--- config.mk ---
export PLATFORM = sky130hd
export DESIGN_NAME = game_phase_sequencer_flat
export DESIGN_NICKNAME = d
export VERILOG_FILES = /design/src/rtl/game_phase_sequencer_pkg.sv /design/src/rtl/game_phase_sequencer_if.sv /design/src/rtl/game_phase_sequencer_phase_timer.sv /design/src/rtl/game_phase_sequencer.sv /design/src/flat_wrapper.sv
export SDC_FILE = /design/constraint.sdc
export NUM_CORES = 1
export LEC_CHECK = 0
export ABC_AREA = 1
export CAP_MARGIN = 20
export CORE_MARGIN = 10
export CORE_UTILIZATION = 55
export DETAILED_ROUTE_END_ITERATION = 10
export DONT_BUFFER_PORTS = 1
export GPL_ROUTABILITY_DRIVEN = 0
export PLACE_DENSITY = 0.75
export SYNTH_ARGS = -nofsm -noshare
export SYNTH_HDL_FRONTEND = slang
export SYNTH_SLANG_ARGS = --single-unit
--- constraint.sdc ---
create_clock -name Clk100M_i -period 3.3 [get_ports Clk100M_i]
set_input_delay 0.66 -clock Clk100M_i [delete_from_list [all_inputs] [get_ports Clk100M_i]]
set_output_delay 0.66 -clock Clk100M_i [all_outputs]
set_load 0.05 [all_outputs]
--- src/rtl/game_phase_sequencer_pkg.sv ---
// game_phase_sequencer_pkg: shared widths, state encoding, phase-length defaults and helpers
// Contents:
//   LEVEL_W, CNT_W           widths of the level and symbol counts
//   *_SECS_DEF               default phase lengths in 1 Hz ticks
//   S_*                      3-bit sequencer state encoding
//   flags_t / decode_flags   per-state period and result flags
//   abs_diff_sat             |a-b| computed one bit wider, saturated to CNT_W bits
package game_phase_sequencer_pkg;
  localparam int LEVEL_W = 5;
  localparam int CNT_W = 7;
  localparam int PRELIM_SECS_DEF = 3;
  localparam int GAME_SECS_DEF = 10;
  localparam int ANSWER_SECS_DEF = 5;
  localparam int POST_SECS_DEF = 3;
  localparam int MAX_LEVEL_DEF = 16;
  localparam logic [2:0] S_IDLE = 3'd0;
  localparam logic [2:0] S_PRELIM = 3'd1;
  localparam logic [2:0] S_GAME = 3'd2;
  localparam logic [2:0] S_ANSWER = 3'd3;
  localparam logic [2:0] S_POST = 3'd4;
  localparam logic [2:0] S_LOST = 3'd5;
  localparam logic [2:0] S_WON = 3'd6;

  typedef struct packed {
    logic win;
    logic loss;
    logic post;
    logic answer;
    logic game;
    logic prelim;
  } flags_t;

  function automatic flags_t decode_flags(input logic [2:0] s);
    flags_t f;
    f.win = s == S_WON;
    f.loss = s == S_LOST;
    f.post = s == S_POST;
    f.answer = s == S_ANSWER;
    f.game = s == S_GAME;
    f.prelim = s == S_PRELIM;
    return f;
  endfunction

  function automatic logic [CNT_W-1:0] abs_diff_sat(input logic [CNT_W-1:0] a, input logic [CNT_W-1:0] b);
    logic [CNT_W:0] d;
    d = (a >= b) ? {1'b0, a} - {1'b0, b} : {1'b0, b} - {1'b0, a};
    return d[CNT_W] ? {CNT_W{1'b1}} : d[CNT_W-1:0];
  endfunction
endpackage

--- src/rtl/game_phase_sequencer_if.sv ---
// game_phase_sequencer_if: bundle between the phase sequencer and the game datapath
// Signals:
//   tick1Hz, start              1 Hz enable and debounced start pulse into the sequencer
//   userCount, gameCount        player count and generated special-symbol count
//   *Period / *PeriodB          phase flags and their one-cycle entry strobes
//   levelChng, level            level-advance strobe and current level
//   countDownTime               seconds left in the current phase
//   countDifference, loss, win  scoring result
// Modports: master = sequencer side, slave = consumers (generator, counter, display).
interface game_phase_sequencer_if;
  import game_phase_sequencer_pkg::*;
  logic tick1Hz;
  logic start;
  logic [CNT_W-1:0] userCount;
  logic [CNT_W-1:0] gameCount;
  logic prelimPeriod;
  logic gamePeriod;
  logic answerPeriod;
  logic postPeriod;
  logic prelimPeriodB;
  logic gamePeriodB;
  logic answerPeriodB;
  logic postPeriodB;
  logic levelChng;
  logic [3:0] countDownTime;
  logic [LEVEL_W-1:0] level;
  logic [CNT_W-1:0] countDifference;
  logic loss;
  logic win;

  modport master (
    input tick1Hz, start, userCount, gameCount,
    output prelimPeriod, gamePeriod, answerPeriod, postPeriod,
    output prelimPeriodB, gamePeriodB, answerPeriodB, postPeriodB,
    output levelChng, countDownTime, level, countDifference, loss, win
  );

  modport slave (
    output tick1Hz, start, userCount, gameCount,
    input prelimPeriod, gamePeriod, answerPeriod, postPeriod,
    input prelimPeriodB, gamePeriodB, answerPeriodB, postPeriodB,
    input levelChng, countDownTime, level, countDifference, loss, win
  );
endinterface

--- src/rtl/game_phase_sequencer_phase_timer.sv ---
// phase_timer: 4-bit loadable down-counter that times one phase in 1 Hz ticks
// Ports:
//   Clk100M_i, resetN_i   clock and asynchronous active-low reset
//   load_i, load_val_i    load a new phase length (wins over tick)
//   tick_i                count enable
//   count_o               seconds left
//   expire_o              tick arriving on the last second (count==1)
module phase_timer (
  input  logic       Clk100M_i,
  input  logic       resetN_i,
  input  logic       load_i,
  input  logic [3:0] load_val_i,
  input  logic       tick_i,
  output logic [3:0] count_o,
  output logic       expire_o
);
  logic [3:0] count_q, count_d;

  // The final tick does not decrement: the owner reloads on expire instead.
  assign count_d = load_i ? load_val_i : (tick_i && count_q > 4'd1) ? count_q - 4'd1 : count_q;
  assign expire_o = tick_i && count_q == 4'd1;
  assign count_o = count_q;

  always_ff @(posedge Clk100M_i or negedge resetN_i)
    if (!resetN_i) count_q <= '0;
    else count_q <= count_d;
endmodule

--- src/rtl/game_phase_sequencer.sv ---
// game_phase_sequencer: level/phase FSM of the symbol-counting game with scoring
// Ports:
//   Clk100M_i   100 MHz system clock
//   resetN_i    asynchronous active-low reset
//   bus         game_phase_sequencer_if.master (tick/start/counts in; flags, strobes,
//               countDownTime, level, countDifference, loss, win out; all registered)
module game_phase_sequencer
  import game_phase_sequencer_pkg::*;
#(
  parameter int PRELIM_SECS = PRELIM_SECS_DEF,
  parameter int GAME_SECS = GAME_SECS_DEF,
  parameter int ANSWER_SECS = ANSWER_SECS_DEF,
  parameter int POST_SECS = POST_SECS_DEF,
  parameter int MAX_LEVEL = MAX_LEVEL_DEF,
  parameter int TOLERANCE = 0
) (
  input logic Clk100M_i,
  input logic resetN_i,
  game_phase_sequencer_if.master bus
);
  logic [2:0] state_q, state_d;
  logic [LEVEL_W-1:0] level_q, level_d;
  logic [CNT_W-1:0] diff_q, diff_d;
  logic [3:0] strobe_q, strobe_d;
  logic lvl_chng_q, lvl_chng_d;
  flags_t flags_q;
  logic load;
  logic [3:0] load_val;
  logic expire;
  logic idle_like;
  logic pass;
  logic [3:0] count;

  assign idle_like = state_q == S_IDLE || state_q == S_LOST || state_q == S_WON;
  assign pass = diff_q <= CNT_W'(TOLERANCE);

  // Ticks are masked outside the timed phases so a stray tick never reaches the timer.
  phase_timer u_timer (
    .Clk100M_i (Clk100M_i),
    .resetN_i  (resetN_i),
    .load_i    (load),
    .load_val_i(load_val),
    .tick_i    (bus.tick1Hz && !idle_like),
    .count_o   (count),
    .expire_o  (expire)
  );

  always_comb begin
    state_d = state_q;
    level_d = level_q;
    diff_d = diff_q;
    lvl_chng_d = 1'b0;
    load = 1'b0;
    load_val = 4'd0;
    if (idle_like && bus.start) begin
      state_d = S_PRELIM;
      level_d = LEVEL_W'(1);
      load = 1'b1;
      load_val = 4'(PRELIM_SECS);
    end else if (!idle_like && expire) begin
      load = 1'b1;
      case (state_q)
        S_PRELIM: begin
          state_d = S_GAME;
          load_val = 4'(GAME_SECS);
        end
        S_GAME: begin
          state_d = S_ANSWER;
          load_val = 4'(ANSWER_SECS);
        end
        S_ANSWER: begin
          state_d = S_POST;
          load_val = 4'(POST_SECS);
          diff_d = abs_diff_sat(bus.userCount, bus.gameCount);
        end
        default: begin
          if (pass && level_q < LEVEL_W'(MAX_LEVEL)) begin
            state_d = S_PRELIM;
            level_d = level_q + LEVEL_W'(1);
            lvl_chng_d = 1'b1;
            load_val = 4'(PRELIM_SECS);
          end else begin
            state_d = pass ? S_WON : S_LOST;
          end
        end
      endcase
    end
  end

  // Entry strobes fire on any state change, including POST -> PRELIM on a level pass.
  assign strobe_d = (state_d != state_q) ?
    {state_d == S_POST, state_d == S_ANSWER, state_d == S_GAME, state_d == S_PRELIM} : 4'b0;

  always_ff @(posedge Clk100M_i or negedge resetN_i)
    if (!resetN_i) begin
      state_q <= S_IDLE;
      level_q <= LEVEL_W'(1);
      diff_q <= '0;
      strobe_q <= '0;
      lvl_chng_q <= 1'b0;
      flags_q <= '0;
    end else begin
      state_q <= state_d;
      level_q <= level_d;
      diff_q <= diff_d;
      strobe_q <= strobe_d;
      lvl_chng_q <= lvl_chng_d;
      flags_q <= decode_flags(state_d);
    end

  assign bus.prelimPeriod = flags_q.prelim;
  assign bus.gamePeriod = flags_q.game;
  assign bus.answerPeriod = flags_q.answer;
  assign bus.postPeriod = flags_q.post;
  assign bus.loss = flags_q.loss;
  assign bus.win = flags_q.win;
  assign bus.prelimPeriodB = strobe_q[0];
  assign bus.gamePeriodB = strobe_q[1];
  assign bus.answerPeriodB = strobe_q[2];
  assign bus.postPeriodB = strobe_q[3];
  assign bus.levelChng = lvl_chng_q;
  assign bus.countDownTime = count;
  assign bus.level = level_q;
  assign bus.countDifference = diff_q;
endmodule

--- src/flat_wrapper.sv ---
// flat-port wrapper written by rule: the top's interface ports become plain ports
module game_phase_sequencer_flat import game_phase_sequencer_pkg::*;
#(
  parameter int PRELIM_SECS = PRELIM_SECS_DEF,
  parameter int GAME_SECS = GAME_SECS_DEF,
  parameter int ANSWER_SECS = ANSWER_SECS_DEF,
  parameter int POST_SECS = POST_SECS_DEF,
  parameter int MAX_LEVEL = MAX_LEVEL_DEF,
  parameter int TOLERANCE = 0
)
  (Clk100M_i, resetN_i, bus_tick1Hz, bus_start, bus_userCount, bus_gameCount, bus_prelimPeriod, bus_gamePeriod, bus_answerPeriod, bus_postPeriod, bus_prelimPeriodB, bus_gamePeriodB, bus_answerPeriodB, bus_postPeriodB, bus_levelChng, bus_countDownTime, bus_level, bus_countDifference, bus_loss, bus_win);
  game_phase_sequencer_if bus_i ();
  input logic Clk100M_i;
  input logic resetN_i;
  input wire logic [$bits(bus_i.tick1Hz)-1:0] bus_tick1Hz;
  input wire logic [$bits(bus_i.start)-1:0] bus_start;
  input wire logic [$bits(bus_i.userCount)-1:0] bus_userCount;
  input wire logic [$bits(bus_i.gameCount)-1:0] bus_gameCount;
  output wire logic [$bits(bus_i.prelimPeriod)-1:0] bus_prelimPeriod;
  output wire logic [$bits(bus_i.gamePeriod)-1:0] bus_gamePeriod;
  output wire logic [$bits(bus_i.answerPeriod)-1:0] bus_answerPeriod;
  output wire logic [$bits(bus_i.postPeriod)-1:0] bus_postPeriod;
  output wire logic [$bits(bus_i.prelimPeriodB)-1:0] bus_prelimPeriodB;
  output wire logic [$bits(bus_i.gamePeriodB)-1:0] bus_gamePeriodB;
  output wire logic [$bits(bus_i.answerPeriodB)-1:0] bus_answerPeriodB;
  output wire logic [$bits(bus_i.postPeriodB)-1:0] bus_postPeriodB;
  output wire logic [$bits(bus_i.levelChng)-1:0] bus_levelChng;
  output wire logic [$bits(bus_i.countDownTime)-1:0] bus_countDownTime;
  output wire logic [$bits(bus_i.level)-1:0] bus_level;
  output wire logic [$bits(bus_i.countDifference)-1:0] bus_countDifference;
  output wire logic [$bits(bus_i.loss)-1:0] bus_loss;
  output wire logic [$bits(bus_i.win)-1:0] bus_win;
  assign bus_i.tick1Hz = bus_tick1Hz;
  assign bus_i.start = bus_start;
  assign bus_i.userCount = bus_userCount;
  assign bus_i.gameCount = bus_gameCount;
  assign bus_prelimPeriod = bus_i.prelimPeriod;
  assign bus_gamePeriod = bus_i.gamePeriod;
  assign bus_answerPeriod = bus_i.answerPeriod;
  assign bus_postPeriod = bus_i.postPeriod;
  assign bus_prelimPeriodB = bus_i.prelimPeriodB;
  assign bus_gamePeriodB = bus_i.gamePeriodB;
  assign bus_answerPeriodB = bus_i.answerPeriodB;
  assign bus_postPeriodB = bus_i.postPeriodB;
  assign bus_levelChng = bus_i.levelChng;
  assign bus_countDownTime = bus_i.countDownTime;
  assign bus_level = bus_i.level;
  assign bus_countDifference = bus_i.countDifference;
  assign bus_loss = bus_i.loss;
  assign bus_win = bus_i.win;
  game_phase_sequencer #(.PRELIM_SECS(PRELIM_SECS), .GAME_SECS(GAME_SECS), .ANSWER_SECS(ANSWER_SECS), .POST_SECS(POST_SECS), .MAX_LEVEL(MAX_LEVEL), .TOLERANCE(TOLERANCE)) u_core (.Clk100M_i(Clk100M_i), .resetN_i(resetN_i), .bus(bus_i));
endmodule
# ---- Yosys cells after proc, flatten, opt, wreduce, memory -nomap -nowiden
# Cells that the tools add are included.
# W data, S select, Z words.
dict set report totals {
  register_bits 30
  latch_bits 0
  ramBits 0
  romBits 0
  in_bits 18
  out_inout_bits 27
  elab_cells 75
  n_memories 0
}
dict set report op_classes {
  n_addsub 4
  mul 0
  div_mod_pow 0
  magnitude_cmp 4
  n_eq_ne 14
  shift 0
  n_mux 24
  n_bitwise 1
  reduce_logical 16
}
# cell count
set ops {}
lappend ops {{$mux W4} 5}
lappend ops {{$mux W5} 4}
lappend ops {{$sub A7 B7 Y8} 2}
lappend ops {{$eq A3 B3 Y1 const B} 5}
lappend ops {{$eq A3 B2 Y1 const B} 4}
lappend ops {{$pmux W4 S3} 1}
lappend ops {{$mux W3} 3}
lappend ops {{$pmux W3 S3} 1}
lappend ops {{$mux W8} 1}
lappend ops {{$ge A7 B7 Y1} 1}
lappend ops {{$le A7 B1 Y1 const B} 1}
lappend ops {{$mux W7} 1}
lappend ops {{$eq A3 B1 Y1 const B} 2}
lappend ops {{$logic_and A1 B1 Y1} 6}
lappend ops {{$mux W1} 6}
lappend ops {{$reduce_and A3 Y1} 2}
lappend ops {{$reduce_bool A2 Y1} 3}
lappend ops {{$add A5 B1 Y5 const B} 1}
lappend ops {{$lt A5 B5 Y1 const B} 1}
lappend ops {{$eq A4 B1 Y1 const B} 1}
lappend ops {{$gt A4 B1 Y1 const B} 1}
lappend ops {{$mux W2} 2}
lappend ops {{$sub A4 B1 Y4 const B} 1}
lappend ops {{$logic_not A3 Y1} 1}
lappend ops {{other kinds (6)} 7}

# ---- Depth between registers and ports, before layout
dict set report logic_depth {
  ltp_word 11
  depth_mapped 15
  mapped_depth_nobuf 14
}

# ---- Modules after synthesis
# From an unflattened synthesis, not the netlist that was laid out.
dict set report hier_totals {
  cells_unflattened 339
  area_unflattened_um2 2349.8
}
# mod n_inst cells_per_inst area_per_inst_um2 seq_area_each_um2
set by_module_without_submodules {}
lappend by_module_without_submodules {game_phase_sequencer 1 300 2044.5 651.9}
lappend by_module_without_submodules {phase_timer 1 39 305.3 100.1}

# ---- Worst setup path after synthesis
# Ideal clock, no wire load.
dict set report synth_path {
  path_kind {input-to-reg}
  startpoint {input port bus_userCount[0]}
  endpoint {register u_core.diff_q[2] (netlist: u_core.bus.countDifference[2])}
  setup_time_ps 118
  arrival_ps 2070
  t_required_ps 3182
  path_slack_ps 1112
  cell_stages 13
  n_path_buf 0
  path_cell_list {inv_1 -> ha_1 -> fa_1 -> inv_1 -> nand3_1 -> nand2_1 -> nand2_1 -> nand3_1 -> nand2_1 -> nand2_1 -> nand2_1 -> nand2_1 -> nand2_1}
}
dict set report synth_via {
  elab_chain_cells 3
  elab_cells_between_ends 5
  classes_between {add/sub (2); order compare (1); mux (2)}
}
# item line_no
set synth_lines {}
lappend synth_lines {{start: declaration} flat_wrapper.sv:17} ;# input wire logic [$bits(bus_i.userCount)-1:0] bus_userCount;
lappend synth_lines {{$sub A7 B7 Y8 / $ge A7 B7 Y1 (equally long branches)} game_phase_sequencer_pkg.sv:46} ;# d = (a >= b) ? {1'b0, a} - {1'b0, b} : {1'b0, b} - {1'b0, a};
lappend synth_lines {{$mux W8 *} game_phase_sequencer_pkg.sv:46}
lappend synth_lines {{$mux W7 *} game_phase_sequencer_pkg.sv:47} ;# return d[CNT_W] ? {CNT_W{1'b1}} : d[CNT_W-1:0];
lappend synth_lines {{end signal: assignment} game_phase_sequencer.sv:105} ;# diff_q <= diff_d;
lappend synth_lines {{end: declaration} game_phase_sequencer.sv:23} ;# logic [CNT_W-1:0] diff_q, diff_d;
# Every way passes the cells marked *; elsewhere a longest branch is shown, timed or not.
# A chain may end at the register's enable or synchronous reset.

# ---- Final worst setup path
dict set report layout_path {
  startpoint {register u_core.u_timer.count_q[0] (netlist: u_core.u_timer.count_o[0])}
  endpoint {register u_core.diff_q[4] (netlist: u_core.bus.countDifference[4])}
}
dict set report layout_via {
  elab_chain_cells 4
}
# item line_no
set layout_lines {}
lappend layout_lines {{start: declaration} game_phase_sequencer_phase_timer.sv:17} ;# logic [3:0] count_q, count_d;
lappend layout_lines {{start signal: assignment} game_phase_sequencer_phase_timer.sv:26} ;# else count_q <= count_d;
lappend layout_lines {{$eq A4 B1 Y1} game_phase_sequencer_phase_timer.sv:21} ;# assign expire_o = tick_i && count_q == 4'd1;
lappend layout_lines {{$logic_and A1 B1 Y1} game_phase_sequencer_phase_timer.sv:21}
lappend layout_lines {{$logic_and A1 B1 Y1} game_phase_sequencer.sv:60} ;# end else if (!idle_like && expire) begin
lappend layout_lines {{$reduce_and A3 Y1 (no source line)} -}
# Every way passes these cells.

==> flow_summary_export.csv <==
group,metric,value,unit
synth,ys_types,28,
cts,post-cts-setup-buffer-count,0,
worst_setup_path,crit_type,"flip-flop to flip-flop",
cts,cts_tree,"built",
place,hpwl,4166,microns
pwr,p_per_area,654.2,nW/um^2
cts,clock_sinks,30,
worst_setup_path,rr_worst_depth,8,
cts,ctsHoldBuffers,0,
timing,period_minus_slack,2231,ps
pwr,power,1.650,mW
floorplanning,die_y,85.99,microns
routing,drc,0,
cts,clockBufferDepth,2,
timing,setup_tns,0,ps
cts,ctsHtreeMaxLevel,2,
cts,ctsRootBufferMaster,"clkbuf_8",
job,cap_violations,0,
place,dp_slack,913.5,ps
synth,ys_seq_area_share,31.40,%
floorplanning,rows,23,
global_route,grt_max_degree,31,
synth,synth_nets,398,
timing,holdWs,71.82,ps
cts,cts_repair_resize_count,0,
timing,fmax,448.3,MHz
timing,finalSetupViolCount,0,
finish,synthToLayoutAreaGrowth,5.329,%
routing,antenna_left,0,
outcome,outcome,"complete, no violations",
worst_setup_path,start_kind,"flip-flop",
timing,clock_skew,11.59,ps
timing,rsz0062_at_grt,"no",
place,io_buffers,0,
place,place_area,2432,sq um
routing,wire_per_inst,12.08,microns
global_route,grt_pass1_vias,1883,
synth,ys_warn_count,0,
routing,routed_wl,5024,microns
pwr,vdd_drop_max,0.3713,mV
synth,synth.avg_cell_area,6.634,sq um
synth,synthCells,361,
finish,nNetsFinal,402,
finish,postLayoutCellArea,2522,sq um
worst_setup_path,end_kind,"flip-flop",
global_route,grt_util_all_layers,13.80,%
timing,worstMarginPinSlew,558.6,ps
timing,fin_ws,1069,ps
finish,n_antenna_cell,0,
worst_setup_path,path_max_fanout,12,
routing,vias,2074,
global_route,grt_overflow,0,
routing,first_pass_iters,4,
finish,drive_above_1_share,7.923,%
floorplanning,die_area,7393,sq um
worst_setup_path,cp_data_arrival_time,2400,ps
timing,slew_viol_final,0,
timing,finalCritPeriodShare,67.59,%
timing,max_slew_margin,62.76,%
global_route,grt_pass1_wl,8590,microns
synth,syn_area,2395,sq um
floorplanning,io_pins,45,
synth,ys_ff_latch,30,
worst_setup_path,crit_required,3470,ps
cts,clk-insertion-delay-late,280,ps
min_path,worstHoldPathType,"input port to async pin",
cts,cts.clk_slew.worst_paths,70,ps
routing,drt_iter0_drc,144,
floorplanning,coreArea,4115,sq um
global_route,antenna_found_initial,0,
floorplanning,start_util,58.19,%
pwr,p_leak,1.508,nW
floorplanning,die_x,85.99,microns
routing,viasPerCell,4.986,
cts,cts_buffers,5,
timing,final-hold-violation-count,0,
==> cells in the mapped netlist, drive strengths merged <==
| cell | instances | area share (%) |
|---|---|---|
| buf | 3 | 1.0 |
| nand3 | 27 | 5.6 |
| fa | 2 | 1.7 |
| xor2 | 5 | 1.8 |
| xnor2 | 2 | 0.73 |
| ha | 17 | 8.9 |
| o21ai | 8 | 2.3 |
| inv | 73 | 11 |
| dfrtp | 29 | 30 |
| or2 | 1 | 0.26 |
| nor2 | 41 | 7.8 |
| nand2 | 133 | 22 |
| nand3b | 1 | 0.31 |
| nand4 | 5 | 1.9 |
| clkinv | 2 | 0.31 |
| dfstp | 1 | 1.1 |
| a21oi | 11 | 2.6 |
==> state kept, by name, summed over array words and instances, names as in the netlist <==
| register | flops |
|---|---|
| u_core.bus.level | 5 |
| u_core.bus.prelimPeriod | 1 |
| u_core.u_timer.count_o | 4 |
| u_core.bus.loss | 1 |
| u_core.bus.postPeriod | 1 |
| u_core.strobe_q | 4 |
| u_core.bus.gamePeriod | 1 |
| u_core.bus.win | 1 |
| u_core.bus.countDifference | 7 |
| u_core.bus.levelChng | 1 |
| u_core.bus.answerPeriod | 1 |
| u_core.state_q | 3 |
==> power breakdown <==
group	leakage (nW)	switching, mW	internal (mW)
sequential	0.380	0.344	0.450
combinational	1.08	0.370	0.192
clock	0.0455	0.124	0.170
total	1.51	0.838	0.812
==> area by class of cell <==
class	instances	area, sq um
fillers	387	1593
multi-input cells	253	1336
flip-flops and latches	30	752.0
inverters	75	281.5
clock buffers	8	90.09
well taps	50	62.56
==> cell usage in the layout, fill, tap and decap left out, drive strengths merged <==
cell type / Yosys / final
a21oi: 11 / 11
clkbuf: 0 / 8
clkinv: 2 / 2
dfrtp: 29 / 29
dfstp: 1 / 1
fa: 2 / 2
ha: 17 / 17
inv: 73 / 73
nand2: 133 / 133
nand3: 27 / 27
nand3b: 1 / 1
nand4: 5 / 5
nor2: 41 / 41
o21ai: 8 / 8
or2: 1 / 1
xnor2: 2 / 2
xor2: 5 / 5
==> per-layer routing <==
layer | track usage (%) | routed length, microns | up-vias
li1 | - | - | 1094
met1 | 19.14 | 2417 | 902
met2 | 18.93 | 1970 | 72
met3 | 6.244 | 586 | 6
met4 | 2.994 | 50 | 0
met5 | 0 | 0 | -
==> per-stage QoR <==
step,util [%],std cells
after floorplan,-,361
after global placement,59.11,408
after detailed placement,59.11,408
after CTS,61.30,416
after global routing,61.30,416
final,61.30,416
==> kinds of logic after synthesis <==
logic type | share of synthesized area [%]
compound gates | 4.911
xor+xnor | 2.560
fa+ha+maj | 10.55
buf+inv | 12.80
flops | 31.40
simple gates | 37.77
==> path summary, 6_finish.rpt <==
path	from	endpoint	slack, ps
hold / removal	resetN_i	u_core.bus.win	70
min in group Clk100M_i	u_core.state_q[2]	u_core.strobe_q[2]	640
hold reg to reg	u_core.state_q[2]	u_core.strobe_q[2]	640
max in group asynchronous	resetN_i	u_core.bus.level[0]	3050
setup / recovery	u_core.u_timer.count_o[0]	u_core.bus.countDifference[4]	1070
setup reg to reg	u_core.u_timer.count_o[0]	u_core.bus.countDifference[4]	1070
==> critical path: stages (launching register included) <==
cell	delay, ps
dfrtp_1	700
ha_1	260
nand2_1	60
nor2_1	170
nand4_4	320
nor2_4	290
nand3_1	160
nor2_1	120
nor2_1	50
Power figures use the tool's default switching activity.
